**config.mk**
```make
export PLATFORM = sky130hd
export DESIGN_NAME = chan2uart
export DESIGN_NICKNAME = d
export VERILOG_FILES = /design/src/rtl/chan2uart.sv
export SDC_FILE = /design/constraint.sdc
export NUM_CORES = 1
export LEC_CHECK = 0
export ABC_AREA = 1
export CORE_ASPECT_RATIO = 0.8
export CORE_UTILIZATION = 55
export CTS_BUF_LIST = sky130_fd_sc_hd__clkbuf_2 sky130_fd_sc_hd__clkbuf_4 sky130_fd_sc_hd__clkbuf_8
export CTS_CLUSTER_DIAMETER = 50
export DETAILED_ROUTE_END_ITERATION = 8
export PLACE_DENSITY = 0.77
export SETUP_SLACK_MARGIN = 0.3
export SKIP_CTS_REPAIR_TIMING = 1
export SLEW_MARGIN = 10
export SYNTH_ARGS = -nofsm -noshare
export SYNTH_HDL_FRONTEND = slang
export SYNTH_SLANG_ARGS = --single-unit
```
**constraint.sdc**
```tcl
create_clock -name clock -period 1.9 [get_ports clock]
set_clock_uncertainty 0.1 [all_clocks]
set_input_delay 0.19 -clock clock [delete_from_list [all_inputs] [get_ports clock]]
set_output_delay 0.19 -clock clock [all_outputs]
set_load 0.005 [all_outputs]
```
**src/rtl/chan2uart.sv**
```systemverilog
// UART transmitter: takes bytes from a valid/ready channel and sends each as one
// asynchronous serial frame (start, data LSB first, optional parity, stop bits).
module chan2uart #(
  parameter int unsigned CLOCK_DIV = 104,
  parameter int unsigned DATA_BITS = 8,
  parameter int unsigned PARITY    = 0,
  parameter int unsigned STOP_BITS = 1
) (
  input  logic                 clock,
  input  logic                 resetn,
  input  logic [DATA_BITS-1:0] idata,
  input  logic                 ivalid,
  output logic                 iready,
  output logic                 txd,
  output logic                 busy
);

  localparam int unsigned      BaudW      = $clog2(CLOCK_DIV);
  localparam logic [BaudW-1:0] BaudLast   = BaudW'(CLOCK_DIV - 1);
  localparam logic [BaudW-1:0] BaudPenult = BaudW'(CLOCK_DIV - 2);
  localparam logic [3:0]       DataLast   = 4'(DATA_BITS - 1);
  localparam logic [3:0]       StopLast   = 4'(STOP_BITS - 1);

  typedef enum logic [2:0] {StIdle, StStart, StData, StParity, StStop} state_e;

  state_e               state_q, state_d;
  logic [BaudW-1:0]     baud_q, baud_d;
  logic [3:0]           bitcnt_q, bitcnt_d;
  logic [DATA_BITS-1:0] shift_q, shift_d;
  logic                 parity_q, parity_d;
  logic                 txd_q, txd_d;
  logic                 iready_q, iready_d;
  logic                 busy_q, busy_d;

  logic accept, bit_end, last_data, last_stop;

  assign accept    = ivalid & iready_q;
  assign bit_end   = (baud_q == BaudLast);
  assign last_data = (bitcnt_q == DataLast);
  assign last_stop = (bitcnt_q == StopLast);

  // State and datapath registers.
  always_ff @(posedge clock or negedge resetn) begin
    if (!resetn) begin
      state_q  <= StIdle;
      baud_q   <= '0;
      bitcnt_q <= '0;
      shift_q  <= '0;
      parity_q <= 1'b0;
      txd_q    <= 1'b1;
      iready_q <= 1'b1;
      busy_q   <= 1'b0;
    end else begin
      state_q  <= state_d;
      baud_q   <= baud_d;
      bitcnt_q <= bitcnt_d;
      shift_q  <= shift_d;
      parity_q <= parity_d;
      txd_q    <= txd_d;
      iready_q <= iready_d;
      busy_q   <= busy_d;
    end
  end

  // Next-state logic.
  always_comb begin
    state_d = state_q;
    case (state_q)
      StIdle:   if (accept) state_d = StStart;
      StStart:  if (bit_end) state_d = StData;
      StData: begin
        if (bit_end && last_data) state_d = (PARITY != 0) ? StParity : StStop;
      end
      StParity: if (bit_end) state_d = StStop;
      StStop: begin
        if (bit_end && last_stop) state_d = accept ? StStart : StIdle;
      end
      default:  state_d = StIdle;
    endcase
  end

  // Counters, shift register and parity.
  always_comb begin
    baud_d   = bit_end ? '0 : baud_q + 1'b1;
    bitcnt_d = bitcnt_q;
    shift_d  = shift_q;
    parity_d = parity_q;

    // Idle holds the baud counter at zero so the start bit spans a full bit time.
    if (state_q == StIdle) baud_d = '0;

    if (bit_end) begin
      case (state_q)
        StData:  bitcnt_d = last_data ? '0 : bitcnt_q + 4'd1;
        StStop:  bitcnt_d = last_stop ? '0 : bitcnt_q + 4'd1;
        default: bitcnt_d = '0;
      endcase
    end

    if (accept) begin
      shift_d  = idata;
      parity_d = (PARITY == 1) ? ~(^idata) : ^idata;
    end else if (state_q == StData && bit_end) begin
      shift_d = shift_q >> 1;
    end
  end

  // Registered outputs, derived from the upcoming state.
  always_comb begin
    busy_d   = (state_d != StIdle);
    // Ready one cycle early so a waiting word starts right at the frame boundary.
    iready_d = (state_d == StIdle) ||
               (state_q == StStop && last_stop && baud_q == BaudPenult);
    txd_d    = 1'b1;
    case (state_d)
      StStart:  txd_d = 1'b0;
      StData:   txd_d = shift_d[0];
      StParity: txd_d = parity_q;
      default:  txd_d = 1'b1;
    endcase
  end

  assign txd    = txd_q;
  assign iready = iready_q;
  assign busy   = busy_q;

endmodule

```
; Word level (Yosys, flattened, before mapping)
; Cells that the tools add are included.
[totals]
ff_bits = 26
input_bits = 11
output_inout_bits = 3
word_cells = 49
[classes]
addsub = 2
n_eq_ne = 10
muxes = 15
bitwise_logic = 1
reduce_logical = 12
[op_table]
columns = cell, n
row1 = $mux 8, 2
row2 = $mux 3, 5
row3 = $pmux 3 s5, 1
row4 = $eq 7x7->1 const B, 2
row5 = $mux 7, 2
row6 = $eq 3x2->1 const B, 4
row7 = $mux 4, 2
row8 = $pmux 4 s2, 1
row9 = $reduce_xor 8->1, 1
row10 = $add 7x1->7 const B, 1
row11 = $eq 3x1->1 const B, 2
row12 = $logic_not 3->1, 2
row13 = $logic_and 1x1->1, 5
row14 = $add 4x1->4 const B, 1
row15 = $eq 4x3->1 const B, 1
row16 = $logic_not 4->1, 1
row17 = $eq 3x3->1 const B, 1
row18 = $pmux 1 s3, 1
row19 = $reduce_bool 3->1, 1
row20 = $reduce_bool 2->1, 1
row21 = $and 1x1->1, 1
row22 = $logic_or 1x1->1, 1
row23 = $mux 1, 1

; Depth between registers and ports, before layout
; Gate-level depths: netlist (run 1).
[depth]
ltp_word = 6
depth_mapped = 10
mapped_depth_nobuf = 10

; Worst setup path before layout (run 1)
; OpenSTA, ideal clock, no wires.
[synth_path]
kind = register to register
startpoint = reg baud_q[0]
endpoint = reg shift_q[7]
setup_ns = 0.121
t_arrival_ns = 1.235
slack_ns = 0.444
stages_incl_launch_ff = 8
n_path_buf = 0
period_less_slack_ns = 1.456
path_cell_list = dfrtp_1 > ha_1 > nand3_1 > nor2_4 > nand2_1 > nand2_1 > inv_2 > a22o_1
[synth_via]
elab_chain_len = 3
[synth_lines]
columns = item, line
row1 = "start, declared", 27  ; logic [BaudW-1:0] baud_q, baud_d;
row2 = "start signal, assigned", 55  ; baud_q <= baud_d;
row3 = $eq 7x7->1, 38  ; assign bit_end = (baud_q == BaudLast);
row4 = $logic_and 1x1->1, 103  ; end else if (state_q == StData && bit_end) begin
row5 = $reduce_bool 2->1 (no line), -
row6 = "end signal, assigned", 57  ; shift_q <= shift_d;
row7 = "end, declared", 29  ; logic [DATA_BITS-1:0] shift_q, shift_d;
; Every way passes these cells.
; A chain may end at the register's enable or synchronous reset.

; Worst setup path after layout (run 1)
[layout_path]
startpoint = reg baud_q[1]
endpoint = reg shift_q[7]
; The elaborated chain is that of the path after synthesis.

==> results.sh, run 1 <==
export IMPL_status="completed"
export IMPL_area_delta_synth_final_pct=23.0
export IMPL_crit_type="register to register"
export IMPL_reg2reg_depth=7
export IMPL_hold_violations=0
export IMPL_synth_xor_area_share_pct=5.40
export IMPL_cts_root_buf="clkbuf_4"
export IMPL_tns_ps=0
export IMPL_powerDensity_nw_per_um2=978
export IMPL_cts_buffers_inserted=3
export IMPL_crit_path_start_kind="register"
export IMPL_core_area_sq_um=2480
export IMPL_reg2reg_setup_slack_ps=350
export IMPL_path_depth=7
export IMPL_core_rowCount=16
export IMPL_relSlewSlack_pct=78.3
export IMPL_pre_cts_slack_ps=264
export IMPL_grt_max_degree=27
export IMPL_clk_latency_ps=330
export IMPL_yosysSeqAreaShare_pct=44.7
export IMPL_path_clk_slew_ps=140
export IMPL_slew_violations=0
export IMPL_fill_cells=214
export IMPL_cts_num_sinks=26
export IMPL_grt_overflow_total=0
export IMPL_synth_top_family_by_area="simple AND/OR/NAND/NOR gates"
export IMPL_r2r_end="shift_q[7]"
export IMPL_path_buf_inv=1
export IMPL_timing_final_setup_violations=0
export IMPL_synth_mux_area_share_pct=0
export IMPL_synth_area_leader_cell="dfrtp_1"
export IMPL_fin_ws_ps=348
export IMPL_drc=0
export IMPL_synth_fa_ha_area_share_pct=3.43
export IMPL_fin_crit_ps=1550
export IMPL_cts_tree="built"
export IMPL_h_tree_depth=1
export IMPL_syn_area_per_cell_sq_um=8.02
export IMPL_num_io_pins=14
export IMPL_gp_congestion=0.812
export IMPL_path_max_fanout=7
export IMPL_cp_end_kind="register"
export IMPL_ant_nets=0
export IMPL_die_area_sq_um=2870
export IMPL_crit_start="baud_q[1]"
export IMPL_fp_dieW_microns=59.6
export IMPL_hpwl_microns=2120
export IMPL_routed_wl_microns=2920
export IMPL_vdd_drop_max_mv=0.856
export IMPL_worstPathRequired_ps=2030
export IMPL_drive_gt1_share_pct=21.1
export IMPL_grt_pass1_wl_microns=4370
export IMPL_worst_slew_pin_slew_ps=324
export IMPL_maxCapViolCount=0
export IMPL_cpPeakStageDelay_ps=450
export IMPL_endpoint="shift_q[7]"
export IMPL_slowest_stage="dfrtp_1"
export IMPL_crit_top_cell="nand2_2"
export IMPL_timing_hold_ws_ps=96.1
export IMPL_synth_area_sq_um=1460
export IMPL_die_height_microns=48.1
export IMPL_yosysUniqueCellTypes=29
export IMPL_final_nets=220
export IMPL_synthCells=182
export IMPL_cp_top_family="simple AND/OR/NAND/NOR gates"
export IMPL_synth_nets=197
export IMPL_detail_route_vias_per_cell=4.93
export IMPL_timing_final_crit_share_pct=81.7
export IMPL_grt_setup_unrepaired="yes"
export IMPL_rr_startpoint="baud_q[1]"
export IMPL_clock_path_buffers=2
export IMPL_grtUsageTotal_pct=20.8
export IMPL_synthTopCellsByArea="dfrtp_1, nand2_1, nand3_1"
export IMPL_detail_route_first_pass_iterations=4
export IMPL_yosys_area_share_simple_pct=35.6
export IMPL_initial_core_util_pct=58.8
export IMPL_hp_class="input pin to asynchronous set/reset pin"
export IMPL_cp_data_arrival_time_ps=1680
export IMPL_grt_pass1_vias=990
export IMPL_antenna_cells=0
export IMPL_grt_antenna_before_repair=0
export IMPL_ys_warn_count=0
export IMPL_wl_per_cell_microns=12.2
export IMPL_drt_iter0_markers=44
export IMPL_max_freq_mhz=644
export IMPL_io_buffers=13
export IMPL_ys_seq_elements=26
export IMPL_crit_chain="ha_4 > nand3_2 > nor2_4 > nand2_2 > nand2_2 > inv_2 > a22o_1"
export IMPL_num_vias=1184
export IMPL_synth_compound_area_share_pct=4.63
export IMPL_leakage_nw=0.908
export IMPL_synth_top_area_share_pct=41.1
==> worst register-to-register path: stages, from the launching register on <==
cell and delay [ps]:
dfrtp_1 450, ha_4 180, nand3_2 90, nor2_4 190
nand2_2 100, nand2_2 80, inv_2 60, a22o_1 190
==> sequential cells by signal, summed over array words and instances (netlist names) <==
register and count:
bitcnt_q 4, state_q 3, baud_q 7, shift_q 8, txd 1, iready 1
busy 1, parity_q 1
==> metal layers <==
metal  wire, microns  track usage, %  part of all wire (%)
met4               0            2.79                     0
met5               0               0                     0
met1            1440            32.0                    49
met2            1360            30.6                    47
met3             115            4.86                   3.9
==> final cells by class <==
cell class | count | area [sq um] | area share, %
Clock inverter | 1 | 30.0 | 1.67
Inverter | 23 | 86.3 | 4.81
Multi-Input combinational cell | 132 | 766 | 42.6
Tap cell | 36 | 45.0 | 2.51
Sequential cell | 26 | 653 | 36.4
Timing Repair Buffer | 19 | 193 | 10.7
Clock buffer | 3 | 22.5 | 1.25
==> worst min path at each step <==
| stage | from | to | slack (ps) | depth (start not counted) |
|---|---|---|---|---|
| final | resetn | bitcnt_q[2] | 100 | 2 |
| after global routing | resetn | bitcnt_q[2] | 140 | 2 |
| after CTS | resetn | bitcnt_q[2] | 110 | 2 |
| after detailed placement | shift_q[2] | shift_q[2] | 370 | 2 |
| after global placement | shift_q[2] | shift_q[2] | 370 | 2 |
| after floorplan | resetn | baud_q[0] | -210 | 0 |
==> cell usage after synthesis <==
master,number
a31oi_1,1
nand3b_1,1
dfrtp_1,24
a22oi_1,1
clkinv_1,1
a21oi_1,1
nor3_4,1
nor3_1,1
ha_1,4
xor2_1,5
nor3b_1,3
nor2_2,2
clkbuf_1,1
a21oi_4,1
or2_2,1
nand3_2,2
nand3_1,25
nor2_1,19
o21ai_0,3
a22o_1,1
and2_1,1
dfstp_2,2
inv_1,18
xnor2_1,4
a21oi_2,1
nand2_2,4
nor2_4,2
nand2_1,48
inv_2,4
==> cells in the final DEF, fill, tap and decap left out, types with 4 or more instances in the layout <==
cell type and count:
nand3_2 5, nand2_2 5, nand2_1 46, xnor2_1 4, nand3_1 22, nor2_2 4
inv_1 15, nor2_1 17, xor2_1 5, buf_4 5, clkdlybuf4s50_1 11, inv_2 7
dfrtp_1 24
==> through the flow <==
| step | instances | total power, mW | utilization, % | instance area, sq um |
|---|---|---|---|---|
| finish | 240 | 1.76 | 72.3 | 1800 |
| global route | 240 | 1.86 | 72.3 | 1800 |
| CTS | 236 | 1.71 | 68.4 | 1700 |
| detailed placement | 232 | 1.33 | 66.3 | 1650 |
| global placement | 232 | 1.31 | 66.3 | 1650 |
| floorplan | 182 | 1.16 | - | 1460 |
==> where the power goes <==
part | internal, mW | total, mW | leakage [nW] | switching, mW
registers | 0.730 | 0.861 | 0.324 | 0.132
clock network | 0.214 | 0.384 | 0.0279 | 0.170
logic | 0.233 | 0.511 | 0.556 | 0.279
total | 1.18 | 1.76 | 0.908 | 0.581
==> cell families after synthesis <==
kind of cell | count (synthesis)
flops | 26
buf+inv | 24
fa+ha+maj | 4
xor+xnor | 9
compound gates | 9
simple gates | 110
(Power assumes the default switching activity.)
==> run 2: changes to the inputs <==
==> constraint.sdc (replaced) <==
create_clock -name clock -period 1.6 [get_ports clock]
set_clock_uncertainty 0.1 [all_clocks]
set_input_delay 0.16 -clock clock [delete_from_list [all_inputs] [get_ports clock]]
set_output_delay 0.16 -clock clock [all_outputs]
set_load 0.005 [all_outputs]
==> run 2 against run 1 <==
Against the previous run: fmax fell by 2.7%; routed wire length rose by 10%; combinational power rose by 26%; flip-flop and latch count did not move; largest power group unchanged; sequential share of layout area fell by 0.54 points; setup slack got worse by 340 ps.
==> results.sh, run 2 (synthesized netlist as in run 1, its figures left out) <==
export IMPL_layout_common_cells="nand2_1, dfrtp_1, nand3_1"
export IMPL_io_buffers=13
export IMPL_hp_class="input pin to asynchronous set/reset pin"
export IMPL_core_rowCount=16
export IMPL_grt_setup_unrepaired="yes"
export IMPL_place_area_sq_um=1690
export IMPL_path_max_fanout=4
export IMPL_drc=0
export IMPL_reg2reg_depth=9
export IMPL_cts_tree="built"
export IMPL_leakage_nw=0.912
export IMPL_worstPathRequired_ps=1790
export IMPL_grt_antenna_before_repair=0
export IMPL_maxCapViolCount=0
export IMPL_final_cell_area_sq_um=1830
export IMPL_cp_data_arrival_time_ps=1780
export IMPL_reg2reg_setup_slack_ps=6
export IMPL_worst_slew_pin_slew_ps=329
export IMPL_area_delta_synth_final_pct=25.5
export IMPL_path_clk_slew_ps=140
export IMPL_timing_final_crit_share_pct=99.6
export IMPL_routed_wl_microns=3210
export IMPL_status="completed"
export IMPL_grtUsageTotal_pct=23.3
export IMPL_clk_latency_ps=330
export IMPL_crit_path_start_kind="register"
export IMPL_die_area_sq_um=2870
export IMPL_rr_startpoint="bitcnt_q[0]"
export IMPL_grt_pass1_wl_microns=4770
export IMPL_grt_max_degree=27
export IMPL_ant_nets=0
export IMPL_timing_final_setup_violations=0
export IMPL_final_nets=222
export IMPL_regArea_sq_um=657
export IMPL_core_area_sq_um=2480
export IMPL_initial_core_util_pct=58.8
export IMPL_cts_root_buf="clkbuf_4"
export IMPL_reg_top3="shift_q (8), baud_q (7), bitcnt_q (4)"
export IMPL_fill_cells=217
export IMPL_drive_gt1_share_pct=29.1
export IMPL_final_common_cell="nand2_1"
export IMPL_num_vias=1264
export IMPL_fin_ws_ps=5.79
export IMPL_gp_congestion=0.836
export IMPL_num_io_pins=14
export IMPL_h_tree_depth=1
export IMPL_slew_violations=0
export IMPL_detail_route_first_pass_iterations=4
export IMPL_cts_buffers_inserted=3
export IMPL_drt_iter0_markers=29
export IMPL_die_height_microns=48.1
export IMPL_cts_num_sinks=26
export IMPL_max_freq_mhz=627
export IMPL_cp_end_kind="register"
export IMPL_multiInputGateArea_sq_um=815
export IMPL_crit_type="register to register"
export IMPL_hpwl_microns=2300
export IMPL_grt_overflow_total=0
export IMPL_pre_cts_slack_ps=16.4
export IMPL_largest_reg_flops=8
export IMPL_tns_ps=0
export IMPL_fp_dieW_microns=59.6
export IMPL_wl_per_cell_microns=13.3
export IMPL_antenna_cells=0
export IMPL_hold_violations=0
export IMPL_r2r_end="iready"
export IMPL_vdd_drop_max_mv=0.976
export IMPL_crit_start="bitcnt_q[0]"
export IMPL_detail_route_vias_per_cell=5.22
export IMPL_relSlewSlack_pct=78.1
export IMPL_fin_crit_ps=1590
export IMPL_grt_pass1_vias=1099
export IMPL_top_register="shift_q"
export IMPL_powerDensity_nw_per_um2=1100
export IMPL_clock_path_buffers=2
run 2: how the worst max path moves through the flow:
stage	to	cells after the start
after floorplan	shift_q[7]	7
after global placement	shift_q[7]	7
after detailed placement	shift_q[6]	7
after CTS	iready	1
after global routing	iready	9
final	iready	9
run 2: where the power goes:
group / switching, mW / internal, mW
clock network: 0.198 / 0.140
logic: 0.354 / 0.288
registers: 0.160 / 0.869
total: 0.712 / 1.30
run 2: cell type report:
class                      instances  share of cell area [%]
sequential                        26                    35.8
tap                               36                    2.46
multi-input combinational        132                    44.4
clock buffer                       4                    1.98
inverter                          23                    4.71
timing repair buffer              21                    10.6
run 2: critical path: stages, from the launching register on:
cell and delay [ps]:
dfrtp_1 460, ha_2 220, nand2_2 80, nor2_4 130
nand3_2 80, nand3_2 100, nand3_2 110, nor2_2 130
nand2_2 70, nand2_2 60
run 2: metal layers:
layer	track usage [%]	part of all wire [%]	wire, microns
met3	5.95	3.1	100
met1	30.3	45	1430
met4	8.37	1.8	57
met2	38.4	50	1620
met5	0	0	0
run 2: stage by stage:
step           instances  hold WS, ps  power [mW]  utilization [%]
2_1_floorplan        182         -236        1.42                -
3_3_place_gp         234          365        1.59             68.1
3_5_place_dp         234          372        1.63             68.1
4_1_cts              238         85.0        1.97             69.6
5_1_grt              242         98.5        2.16             73.8
6_report             242         76.3        2.01             73.8
